**src/rtl/rx_packet_parser.sv**
```systemverilog
// rtl/rx_packet_parser.sv - receive packet parser feeding the cost-learning stage (optional checksum: RXP_CHECKSUM_EN)
module rx_packet_parser #(
   parameter logic [11:0] NODE_ID  = 12'd1,
   parameter logic [3:0]  PKT_TYPE = 4'h1
) (
   input  logic        clock,
   input  logic        rst,
   input  logic        in_valid,
   input  logic [15:0] in_data,
   output logic        in_ready,
   output logic        start,
   output logic [15:0] fsourceID,
   output logic [15:0] fbatteryStat,
   output logic [15:0] fValue,
   output logic [15:0] fclusterID,
   input  logic        done,
   output logic [7:0]  drop_count
);

`ifdef RXP_CHECKSUM_EN
   // DISCARD must also swallow the trailing checksum word, so the counter needs a third bit
   localparam int            CNT_W     = 3;
   localparam logic [CNT_W-1:0] DISC_LAST = 3'd4;
`else
   localparam int            CNT_W     = 2;
   localparam logic [CNT_W-1:0] DISC_LAST = 2'd3;
`endif

   typedef enum logic [2:0] {
      S_IDLE    = 3'd0,
      S_PAYLOAD = 3'd1,
`ifdef RXP_CHECKSUM_EN
      S_CHECK   = 3'd2,
`endif
      S_ISSUE   = 3'd3,
      S_DISCARD = 3'd4
   } state_t;

   state_t           state_q;
   logic [CNT_W-1:0] cnt_q;
   logic             in_ready_q;
   logic             start_q;
   logic [15:0]      sh_src_q, sh_bat_q, sh_val_q, sh_clus_q;
   logic [15:0]      f_src_q, f_bat_q, f_val_q, f_clus_q;
   logic [7:0]       drop_q;
`ifdef RXP_CHECKSUM_EN
   logic [15:0]      csum_q;
`endif
   logic             hdr_ok;
   logic [CNT_W-1:0] cnt_inc;

   // header match: right packet type, addressed to us or broadcast
   always_comb begin
      hdr_ok  = (in_data[15:12] == PKT_TYPE) &&
                ((in_data[11:0] == NODE_ID) || (in_data[11:0] == 12'hFFF));
      cnt_inc = cnt_q + {{(CNT_W-1){1'b0}}, 1'b1};
   end

   // parser FSM with registered handshake, request and field outputs
   always_ff @(posedge clock or posedge rst) begin
      if (rst) begin
         state_q    <= S_IDLE;
         cnt_q      <= '0;
         in_ready_q <= 1'b1;
         start_q    <= 1'b0;
         sh_src_q   <= '0;
         sh_bat_q   <= '0;
         sh_val_q   <= '0;
         sh_clus_q  <= '0;
         f_src_q    <= '0;
         f_bat_q    <= '0;
         f_val_q    <= '0;
         f_clus_q   <= '0;
         drop_q     <= '0;
`ifdef RXP_CHECKSUM_EN
         csum_q     <= '0;
`endif
      end else begin
         case (state_q)
            S_IDLE: begin
               if (in_valid) begin
                  cnt_q <= '0;
`ifdef RXP_CHECKSUM_EN
                  csum_q <= in_data;
`endif
                  state_q <= hdr_ok ? S_PAYLOAD : S_DISCARD;
               end
            end
            S_PAYLOAD: begin
               if (in_valid) begin
                  cnt_q <= cnt_inc;
`ifdef RXP_CHECKSUM_EN
                  csum_q <= csum_q ^ in_data;
`endif
                  case (cnt_q[1:0])
                     2'd0:    sh_src_q <= in_data;
                     2'd1:    sh_bat_q <= in_data;
                     2'd2:    sh_val_q <= in_data;
                     default: sh_clus_q <= in_data;
                  endcase
                  if (cnt_q[1:0] == 2'd3) begin
`ifdef RXP_CHECKSUM_EN
                     state_q <= S_CHECK;
`else
                     // last word goes straight to the outputs so start rises on this edge
                     state_q    <= S_ISSUE;
                     in_ready_q <= 1'b0;
                     start_q    <= 1'b1;
                     f_src_q    <= sh_src_q;
                     f_bat_q    <= sh_bat_q;
                     f_val_q    <= sh_val_q;
                     f_clus_q   <= in_data;
`endif
                  end
               end
            end
`ifdef RXP_CHECKSUM_EN
            S_CHECK: begin
               if (in_valid) begin
                  if (in_data == csum_q) begin
                     state_q    <= S_ISSUE;
                     in_ready_q <= 1'b0;
                     start_q    <= 1'b1;
                     f_src_q    <= sh_src_q;
                     f_bat_q    <= sh_bat_q;
                     f_val_q    <= sh_val_q;
                     f_clus_q   <= sh_clus_q;
                  end else begin
                     state_q <= S_IDLE;
                     if (drop_q != 8'hFF) drop_q <= drop_q + 8'd1;
                  end
               end
            end
`endif
            S_ISSUE: begin
               if (done) begin
                  state_q    <= S_IDLE;
                  start_q    <= 1'b0;
                  in_ready_q <= 1'b1;
               end
            end
            S_DISCARD: begin
               if (in_valid) begin
                  if (cnt_q == DISC_LAST) begin
                     state_q <= S_IDLE;
                     if (drop_q != 8'hFF) drop_q <= drop_q + 8'd1;
                  end else begin
                     cnt_q <= cnt_inc;
                  end
               end
            end
            default: begin
               state_q    <= S_IDLE;
               in_ready_q <= 1'b1;
               start_q    <= 1'b0;
            end
         endcase
      end
   end

   assign in_ready     = in_ready_q;
   assign start        = start_q;
   assign fsourceID    = f_src_q;
   assign fbatteryStat = f_bat_q;
   assign fValue       = f_val_q;
   assign fclusterID   = f_clus_q;
   assign drop_count   = drop_q;

endmodule
```
**config.mk**
```make
export PLATFORM = sky130hd
export DESIGN_NAME = rx_packet_parser
export DESIGN_NICKNAME = d
export VERILOG_FILES = /design/src/rtl/rx_packet_parser.sv
export SDC_FILE = /design/constraint.sdc
export NUM_CORES = 1
export LEC_CHECK = 0
export ABC_AREA = 1
export BUFFER_PORTS_ARGS = -buffer_cell sky130_fd_sc_hd__buf_2
export CORE_MARGIN = 3
export CORE_UTILIZATION = 43
export DETAILED_ROUTE_END_ITERATION = 12
export GPL_TIMING_DRIVEN = 0
export PLACE_DENSITY_LB_ADDON = 0.25
export SYNTH_ARGS = -nofsm -noshare
export SYNTH_HDL_FRONTEND = slang
export SYNTH_SLANG_ARGS = --single-unit
export TNS_END_PERCENT = 1
```
**constraint.sdc**
```tcl
create_clock -name clock -period 6.8 [get_ports clock]
set_input_delay 0.34 -clock clock [delete_from_list [all_inputs] [get_ports clock]]
set_output_delay 0.34 -clock clock [all_outputs]
set_load 0.02 [all_outputs]
```
==> results.md <==
- The worst setup path is of the register to register kind.
- The global-route wire length before repair is between 20000 and 25000 um.
- The HPWL after detailed placement is 9151 um.
- The average wire length per cell after detail routing is ~15 um.
- In the final layout, the share of cells above drive strength 1 is 0.2266.
- Of all nets on the critical path, the largest fanout is 10.
- The sum of negative setup slack is 0 ns.
- The post-synthesis cell area is ~5100 um2.
- The kind of start point of the critical path is a register.
- After synthesis, the share of flip-flops with an asynchronous set or reset is 1.000.
- The final period utilization is 0.2628.
- The initial antenna violation count was 0.
- The global placer's final weighted congestion is 0.8537.
- The arrival time of data at the critical path endpoint is 2.08 ns.
- For this design the static power due to leakage is approximately 3.5 nW.
- The internal cell power is 0.001343 W.
- In this run the mean area of a mapped cell was 9.163 um2.
- The count of cell types in the netlist is 23.
- Counting every instance in the synthesized netlist gives 557.
- The total iterations of the first detailed-routing run is 5.
- Setup violations remaining at the end of the flow were counted as 0.
- The number of gates given a new drive strength after cts is 0.
- The number of warnings issued by yosys is 0.
- The maximum number of buffers from clock root to sink is 2.
- The worst clock skew is approximately 0.006 ns.
- The initial core utilization is 0.4432.
- In this run the tightest slew margin relative to its limit is 0.6884.
- The completed layout was analyzed and its total power is approximately 0.0018 W.
- The H-tree was split into 4 levels.
- The critical path starts at cnt_q[1]$_DFFE_PP0P_.
- The count of nets left with antenna violations once routing finished came out at 0.
- The placeable core region is 11520 um2.
- The via count of the first global-routing pass is 4202.
- The count of input and output buffers is a little over 90.
- In this run, synthesis produced a sequential element count of approximately 130.
- The critical path capture point type is a register.
- The global-route congestion overflow total is 0.
- The first routing iteration left 250 violations.
- The class of the most critical hold timing path is input pin to register.
- Setup repair after global routing left no endpoint under its margin.
- The TritonCTS clock tree is yes.
- The number of flops mapped to enable cells by yosys is 0.
- The minimum setup slack among reg-to-reg paths is 5.01 ns.
- The diode insertion count for antenna repair is 0.
- The worst-case IR drop observed on VDD is 147.4 uV.
- After detailed routing, the number of vias per cell comes to 5.076.
- Data on the critical path is required at its endpoint by 7.09 ns.
- The number of top-level pins is 94.
- The share of the Yosys chip area taken by registers is 0.6229.
- The most used flip-flop cell after synthesis is dfrtp_1.
- The share of total power dissipated in the clock network is 0.461.
- The combinational share of power is 0.108.
- CTS placed an instance of clkbuf_16 at the clock tree root.
- At the later pin of the worst-skew pair, clock insertion delay measures 0.41 ns.
- The die covers 13210 um2.
- The worst register-to-register path begins at cnt_q[1]$_DFFE_PP0P_.
- The die span in y is 114.9 um.
- Based on the critical path, the design can be clocked at up to 559.6 MHz.
- Of the total power, the share spent switching nets is 0.2710.
- Summed over all layers, the routed wires come to 12810 um.
- The floorplan row count is 39.
- In this run the most critical hold path is launched from in_data[14].
- In this run the horizontal extent of the chip is 114.9 um.
- Buffers inserted during clock tree synthesis total 17.
- The routed via count is approximately 4200.
- The relative area change from synthesis to final layout is 24.37%.
- The switching component of the power is 0.0004994 W.
- Of the total power, registers draw 0.431.
- The run finished with clean final reports.
- The slew of the pin with the lowest slew margin is 0.4673 ns.
- The worst path needs approximately 1.8 ns of the cycle, external delays included.
- For this design, the sink count on the clock tree is approximately 130.
- The overall routing resource usage is 0.2049.
- The tool flagged a number of max-cap violations equal to 0.
- Entering global routing, the biggest net connects 78 pins.
- The net count reported at finish is between 600 and 700.
- The register clock-pin slew on the reported worst setup and hold paths is ~0.060 ns.
- The total power divided by cell area is 290.3 nW/um2.
- The count of final max-slew check failures is 0.
- For this run, design rule violations remaining after detail routing come to 0.
- The final count of hold timing violations came to 0.
- The number of nets in the synthesized netlist is 582.
-- state kept, by name, summed over array words and instances, names as in the netlist --
name,cells
fValue,16
fbatteryStat,16
fclusterID,16
fsourceID,16
sh_bat_q,16
sh_src_q,16
sh_val_q,16
drop_count,8
state_q,3
cnt_q,2
in_ready,1
start,1
-- cells by family after synthesis --
kind of cell | after synthesis | synth area share
compound gates | 74 | 0.07306
flops | 127 | 0.6229
simple gates | 283 | 0.2290
fa+ha+maj | 5 | 0.01226
buf+inv | 61 | 0.05075
xor+xnor | 7 | 0.01201
-- layer usage --
| layer | part of all wire | track usage | vias up |
|---|---|---|---|
| met1 | 0.46 | 0.2762 | 2038 |
| met5 | 0 | 0 | - |
| met4 | 0.014 | 0.07277 | 0 |
| met2 | 0.47 | 0.3210 | 133 |
| met3 | 0.060 | 0.05579 | 17 |
| li1 | - | - | 2010 |
-- critical path: stages, from the launching register on --
cell and delay (ns):
dfrtp_1 0.38, ha_1 0.16, inv_1 0.07, nand3_1 0.10
nand2_1 0.12, nor2_4 0.26, nand2_4 0.17, buf_2 0.24
nand2_1 0.09, o21ai_1 0.07
-- synthesized netlist by cell type (2+ instances only) --
cell,number,share of area
nand4_1,2,0.0025
nand3_1,59,0.058
inv_1,32,0.024
clkbuf_1,5,0.0037
ha_1,5,0.012
nor3_1,4,0.0039
xor2_1,6,0.010
a21oi_1,3,0.0029
buf_2,21,0.021
nand2_1,194,0.14
nor2_2,2,0.0025
dfrtp_1,126,0.62
inv_2,2,0.0015
nor2_1,19,0.014
o21ai_0,54,0.053
o21ai_1,16,0.016
-- worst paths after layout --
path,endpoint,cells after the start
min in group asynchronous,fbatteryStat[10]$_DFFE_PP0P_,3
worst min register to register,fbatteryStat[3]$_DFFE_PP0P_,2
worst max-delay path,fclusterID[13]$_DFFE_PP0P_,9
worst max register to register,fclusterID[13]$_DFFE_PP0P_,9
worst min-delay path,fclusterID[14]$_DFFE_PP0P_,3
max in group asynchronous,drop_count[2]$_DFFE_PP0P_,4
-- placed cells by master (no fill, tap or decap), drive strengths merged --
cell         count
nand2          195
dfrtp          126
buf            116
o21ai           70
nand3           59
inv             37
clkbuf          24
nor2            22
xor2             6
ha               5
clkinvlp         5
nor3             4
clkinv           4
a21oi            3
nand4            2
xnor2            1
and3             1
o21a             1
bufinv           1
dlygate4sd3      1
dfstp            1
-- final cells by class --
class,count,area (um2)
fillers,1033,5169
inverters,34,132.6
clock buffers,19,442.9
flip-flops and latches,127,3179
plain buffers,27,131.4
well taps,143,178.9
multi-input cells,369,1665
clock inverters,13,113.9
repair buffers,95,503.0
-- stage by stage --
step	utilization	hold slack (ns)	instance area (um2)	instances	worst slack, ns
detailed placement	0.5020	0.4109	5781	794	5.030
global route	0.5512	0.2887	6347	827	4.869
global placement	0.4991	0.4506	5748	793	1.782
floorplan	-	0.4538	5104	557	3.077
finish	0.5512	0.2894	6347	827	5.013
CTS	0.5512	0.2815	6347	827	5.009
-- power groups by stage --
| stage | logic [W] | registers [W] | clock network (W) |
|---|---|---|---|
| final | 0.000198 | 0.000794 | 0.000850 |
| after global routing | 0.000227 | 0.000796 | 0.000897 |
| after CTS | 0.000201 | 0.000794 | 0.000859 |
| after global placement | 0.000190 | 0.000805 | 0 |
| after detailed placement | 0.000199 | 0.000807 | 0 |
| after floorplan | 0.000131 | 0.000811 | 0 |
-- what timing repair did --
action | 4_1_cts | 5_1_grt
hold buffers | 1 | 0
endpoints found under the setup margin | 0 | 0
endpoints found under the hold margin | 50 | 0
buffers inserted | 0 | 0
No activity file was read; power rests on OpenSTA's default activity.
